<file path="config.mk">
export PLATFORM = sky130hd
export DESIGN_NAME = operand_hazard_unit
export DESIGN_NICKNAME = d
export VERILOG_FILES = /design/src/rtl/operand_hazard_unit_pkg.sv /design/src/rtl/operand_hazard_unit_reg_scoreboard.sv /design/src/rtl/operand_hazard_unit.sv
export SDC_FILE = /design/constraint.sdc
export NUM_CORES = 1
export LEC_CHECK = 0
export ABC_AREA = 1
export CAP_MARGIN = 10
export CORE_ASPECT_RATIO = 0.75
export CORE_MARGIN = 2
export CORE_UTILIZATION = 43
export DETAILED_ROUTE_END_ITERATION = 10
export PLACE_DENSITY = 0.74
export SYNTH_ARGS = -nofsm -noshare
export SYNTH_HDL_FRONTEND = slang
export SYNTH_SLANG_ARGS = --single-unit
</file>
<file path="constraint.sdc">
create_clock -name clk -period 2.9 [get_ports clk]
set_input_delay 0.87 -clock clk [delete_from_list [all_inputs] [get_ports clk]]
set_output_delay 0.87 -clock clk [all_outputs]
set_load 0.01 [all_outputs]
</file>
<file path="src/rtl/operand_hazard_unit_pkg.sv">
// Shared definitions for the operand hazard unit.
// FWD_SEL_REGFILE : forwarding select value meaning "read the regfile"
// fwd_sel_of_stage: maps producer stage index k to its forwarding select code
package operand_hazard_unit_pkg;

  localparam int unsigned FWD_SEL_REGFILE = 0;
  localparam int unsigned NUM_REGS        = 32;
  localparam int unsigned REG_IDX_W       = 5;

  function automatic int unsigned fwd_sel_of_stage(input int unsigned k);
    return k + 1;
  endfunction

endpackage

</file>
<file path="src/rtl/operand_hazard_unit_reg_scoreboard.sv">
// Busy-bit scoreboard for multi-cycle producers (one bit per architectural register).
// Ports:
//   clk, rst        clock, synchronous active-high reset
//   flush           clear every busy bit; a same-cycle set is dropped too
//   set_en, set_rd  mark set_rd busy (set wins over a same-cycle clear)
//   clr_en, clr_rd  writeback of clr_rd retires its busy bit
//   busy            current busy bits; bit 0 is always 0
module operand_hazard_unit_reg_scoreboard
  import operand_hazard_unit_pkg::*;
(
  input  logic                 clk,
  input  logic                 rst,
  input  logic                 flush,
  input  logic                 set_en,
  input  logic [REG_IDX_W-1:0] set_rd,
  input  logic                 clr_en,
  input  logic [REG_IDX_W-1:0] clr_rd,
  output logic [NUM_REGS-1:0]  busy
);

  logic [NUM_REGS-1:0] busy_q, busy_d;
  logic [NUM_REGS-1:0] set_mask, clr_mask;

  always_comb begin
    set_mask = '0;
    clr_mask = '0;
    if (set_en) set_mask[set_rd] = 1'b1;
    if (clr_en) clr_mask[clr_rd] = 1'b1;
    // Clear first, then set: the issuing instruction is younger than the writeback.
    busy_d = (busy_q & ~clr_mask) | set_mask;
    if (flush) busy_d = '0;
    busy_d[0] = 1'b0;
  end

  always_ff @(posedge clk) begin
    if (rst) busy_q <= '0;
    else     busy_q <= busy_d;
  end

  assign busy = busy_q;

endmodule

</file>
<file path="src/rtl/operand_hazard_unit.sv">
// Forwarding select and hazard stall generation for the RV32I pipeline.
// Ports:
//   clk, rst, flush                  clock, synchronous active-high reset, pipeline flush
//   src_rs, src_used                 source register indices (5 bits each) and read flags
//   stage_rd, stage_load_rf          producer stage destinations and regfile-write flags
//   stage_ready                      producer stage result is forwardable this cycle
//   issue_valid, issue_rd, issue_long  instruction leaving ID; long ops are scoreboarded
//   wb_valid, wb_rd                  regfile write port
//   fwd_sel                          per source: 0 = regfile, k = forward from stage k-1
//   stall                            hold IF/ID, bubble into EX
//   busy_vec                         scoreboard state
//   stall_cycles                     saturating stall counter, only with HAZARD_PERF_EN
// Optional feature macro: HAZARD_PERF_EN
module operand_hazard_unit
  import operand_hazard_unit_pkg::*;
#(
  parameter int unsigned NUM_SRC    = 2,
  parameter int unsigned NUM_STAGES = 2,
  parameter int unsigned SEL_W      = $clog2(NUM_STAGES + 1)
) (
  input  logic                         clk,
  input  logic                         rst,
  input  logic                         flush,
  input  logic [NUM_SRC*5-1:0]         src_rs,
  input  logic [NUM_SRC-1:0]           src_used,
  input  logic [NUM_STAGES*5-1:0]      stage_rd,
  input  logic [NUM_STAGES-1:0]        stage_load_rf,
  input  logic [NUM_STAGES-1:0]        stage_ready,
  input  logic                         issue_valid,
  input  logic [4:0]                   issue_rd,
  input  logic                         issue_long,
  input  logic                         wb_valid,
  input  logic [4:0]                   wb_rd,
  output logic [NUM_SRC*SEL_W-1:0]     fwd_sel,
  output logic                         stall,
`ifdef HAZARD_PERF_EN
  output logic [31:0]                  stall_cycles,
`endif
  output logic [31:0]                  busy_vec
);

  logic sb_set;

  // Per-source match search: scan oldest to youngest so the youngest match is the last written.
  always_comb begin
    logic             hit;
    logic             hit_ready;
    logic [SEL_W-1:0] sel;
    logic [4:0]       rs;
    logic [4:0]       rd;
    fwd_sel = '0;
    stall   = 1'b0;
    for (int i = 0; i < int'(NUM_SRC); i++) begin
      hit       = 1'b0;
      hit_ready = 1'b0;
      sel       = SEL_W'(FWD_SEL_REGFILE);
      rs        = src_rs[i*5 +: 5];
      for (int k = int'(NUM_STAGES) - 1; k >= 0; k--) begin
        rd = stage_rd[k*5 +: 5];
        if (stage_load_rf[k] && (rd != 5'd0) && (rd == rs)) begin
          hit       = 1'b1;
          hit_ready = stage_ready[k];
          sel       = SEL_W'(fwd_sel_of_stage(unsigned'(k)));
        end
      end
      fwd_sel[i*SEL_W +: SEL_W] = sel;
      // An unmatched busy register means its long op has not reached a forwardable stage yet.
      if (src_used[i] && (hit ? !hit_ready : busy_vec[rs])) stall = 1'b1;
    end
  end

  // A stalled issue did not advance, so it must not claim its destination.
  assign sb_set = issue_valid && !stall && issue_long;

  operand_hazard_unit_reg_scoreboard u_scoreboard (
    .clk    (clk),
    .rst    (rst),
    .flush  (flush),
    .set_en (sb_set),
    .set_rd (issue_rd),
    .clr_en (wb_valid),
    .clr_rd (wb_rd),
    .busy   (busy_vec)
  );

`ifdef HAZARD_PERF_EN
  logic [31:0] stall_cycles_q;

  always_ff @(posedge clk) begin
    if (rst) begin
      stall_cycles_q <= '0;
    end else if (stall && (stall_cycles_q != 32'hFFFF_FFFF)) begin
      stall_cycles_q <= stall_cycles_q + 32'd1;
    end
  end

  assign stall_cycles = stall_cycles_q;
`endif

endmodule
</file>
==> results.json <==
{
  "cts.sink_count": 31,
  "fp.dieArea_mm2": 0.006798,
  "dpl.hpwl_mm": 7.176,
  "cts_root_buffer": "clkbuf_8",
  "register_area_share_after_synthesis": 0.2347,
  "vias": 3537,
  "power.share.clock": 0.334,
  "hp-class": "register to register",
  "number_of_search_and_repair_iterations_in_the_first_detailed_routing_pass": 5,
  "failed_checks": "setup timing",
  "number_of_antenna_violations_at_the_first_check_in_global_routing": 0,
  "hold_slack_ns": 0.5323,
  "grt_pass1_wl_mm": 15.19,
  "worst_ep_arrival_time_ns": 2.04,
  "cpPeakStageDelay_ns": 0.26,
  "worstSkewPairLatency_ns": 0.29,
  "route.detailed.vias_per_inst": 5.751,
  "antenna_left": 0,
  "switching_share": 0.3147,
  "skew_ns": 0.002339,
  "synthesis.instances": 440,
  "finalWirelength_mm": 9.761,
  "row_count": 24,
  "timing.rr.start": "u_scoreboard.busy[29]",
  "max-slew-margin-rel": 0.6030,
  "ir_worst_vdd_uv": 234.0,
  "clkTransAtPathRegs_ns": 0.06,
  "placed_cells": 601,
  "portBuffers": 77,
  "setup_violations_final": 1,
  "worst_case_setup_slack_after_placement_ns": -0.9095,
  "timing.final.crit_share": 1.002,
  "globalRouteOverflowTotal": 0,
  "timing.final.hold_violations": 0,
  "critical_path.slowest_cell": "bufbuf_16",
  "gpl.final_weighted_congestion": 0.9327,
  "synth.net_count": 482,
  "layout-drive-gt1-share": 0.2011,
  "timing.critical_path.from_type": "input pin",
  "floorplan.io_pins": 79,
  "initial_core_util": 0.4492,
  "syn_area_per_cell_um2": 6.009,
  "yosys_warnings": 0,
  "final_net_count": 578,
  "largest_reg_flops": 31,
  "cell_internal_pwr_mw": 0.7776,
  "die_height_um": 71.91,
  "antennaDiodeCount": 0,
  "post-route-min-period_ns": 2.906,
  "die_width_um": 94.54,
  "p_sw_mw": 0.3571,
  "finalMaxSlewViolations": 0,
  "pwr-share-seq": 0.377,
  "total_power_draw_mw": 1.135,
  "powerDensity_mw_per_mm2": 302.7,
  "maxCapViolations": 0,
  "track_usage": 0.2851,
  "cts_tree": "built",
  "leakagePower_nw": 1.506,
  "synth_seq_cells": 31,
  "core_footprint_mm2": 0.005886,
  "max_clock_freq_ghz": 0.3442,
  "clock_path_buffers": 2,
  "layout.cells.non_filler": 615,
  "htree_levels": 2,
  "endpoint_kind": "primary output",
  "tightest_slew_ns": 0.5955,
  "crit_path_max_fanout": 5,
  "detail_route.drc_violations": 0,
  "layout.core_utilization": 0.6369,
  "number_of_global_route_vias_before_repair": 3080,
  "startpoint": "src_rs[5]",
  "netlist_area_mm2": 0.002644,
  "critical_path_cell_by_cell": "buf_6, bufbuf_16, nand2_1, nand3_1, nand3_2, nand3_1, nand3b_1, nand3_2, nand2_2, nand2_2, buf_6",
  "critPathKind": "input pin to primary output",
  "crit_required_ns": 2.03,
  "cts-buffers-inserted": 5,
  "drt-wirelength-per-cell_um": 15.87,
  "fillers": 559,
  "area_growth_pct": 41.79,
  "post_synth_num_cell_types": 24,
  "worst_slack_ns": -0.005691,
  "pwr-share-comb": 0.289,
  "run_status": "finished, violations left",
  "largest_net_degree_at_the_start_of_global_routing": 32,
  "rsz0062_at_grt": "true",
  "hold_path.startpoint": "u_scoreboard.busy[7]",
  "number_of_drc_markers_in_iteration_0": 312,
  "cts_hold_buf": 0
}
area by class of cell:
type / instances / area (µm²) / area share
multi-input combinational: 354 / 1799 / 0.4800
timing repair buffer: 113 / 1005 / 0.2680
sequential: 31 / 620.6 / 0.1656
inverter: 31 / 126.4 / 0.03371
clock buffer: 8 / 100.1 / 0.02670
tap: 78 / 97.59 / 0.02603
Yosys cell counts:
cell type  number  area [µm²]
nand2_2         5       31.28
nand2_1        99       371.6
o21ai_0        31       155.2
inv_2           4       15.01
clkbuf_1        3       11.26
nand3_2         2       20.02
buf_2           6       30.03
nand3_1        73       365.4
nor2_2          5       31.28
inv_4           1       6.260
xor2_1         10       87.58
dfxtp_1        31       620.6
nand3b_1        4       30.03
xnor2_1         2       17.52
a21oi_1        34       170.2
buf_6          10       112.6
buf_1           1       3.750
conb_1          1       3.750
inv_1          26       97.59
nand4_1        37       231.5
nor2_1         49       183.9
buf_4           4       30.03
nand2_4         1       11.26
or2_2           1       6.260
cells in the final DEF, fill, tap and decap left out, types with 22 or more instances in the layout:
master | Yosys | final
nor2_1 | 49 | 44
nand4_1 | 37 | 37
buf_4 | 4 | 30
dfxtp_1 | 31 | 31
inv_1 | 26 | 22
clkdlybuf4s50_1 | 0 | 50
nand3_1 | 73 | 65
a21oi_1 | 34 | 34
o21ai_0 | 31 | 31
nand2_1 | 99 | 95
what timing repair did:
action / 4_1_cts / 5_1_grt
buffers inserted: 6 / 0
cloned: 1 / 0
pin swaps: 29 / 24
gates resized for setup: 110 / 24
setup endpoints to repair: 5 / 5
critical path: cells and delay by family:
family,cells,cell delay (ns)
buffers and inverters,3,0.48
AND/OR/NAND/NOR,8,0.68
per-stage QoR:
stage               area, µm²    TNS, ns
detailed placement       3562     -4.807
floorplan                2644          0
finish                   3749  -0.005691
global route             3749   -0.08800
global placement         3562     -4.603
CTS                      3770   -0.02407
final timing paths:
| path | endpoint | slack, ns | depth (start not counted) |
|---|---|---|---|
| setup / recovery | stall | -0.006 | 11 |
| hold reg to reg | u_scoreboard.busy[7] | 0.53 | 2 |
| setup reg to reg | u_scoreboard.busy[11] | 1.18 | 10 |
| hold / removal | u_scoreboard.busy[7] | 0.53 | 2 |
metal layers:
layer,up-vias,track usage,wire length [µm]
met2,232,0.3968,4010
met4,0,0.06119,89
met3,13,0.06646,1257
li1,1683,-,-
met1,1609,0.4437,4403
met5,-,0,0
logic make-up after synthesis:
group,count (synthesis),share of synthesized area
compound gates,65,0.1230
xor+xnor,12,0.03975
other cells,1,0.001418
simple gates,276,0.4851
buf+inv,55,0.1159
flops,31,0.2347
power by group through the flow:
stage	registers (mW)	clock network, mW	logic [mW]
5_1_grt	0.428	0.399	0.353
4_1_cts	0.428	0.379	0.316
2_1_floorplan	0.437	0	0.173
3_5_place_dp	0.437	0	0.297
6_report	0.428	0.379	0.328
3_3_place_gp	0.437	0	0.294
No activity file was read; power rests on OpenSTA's default activity.
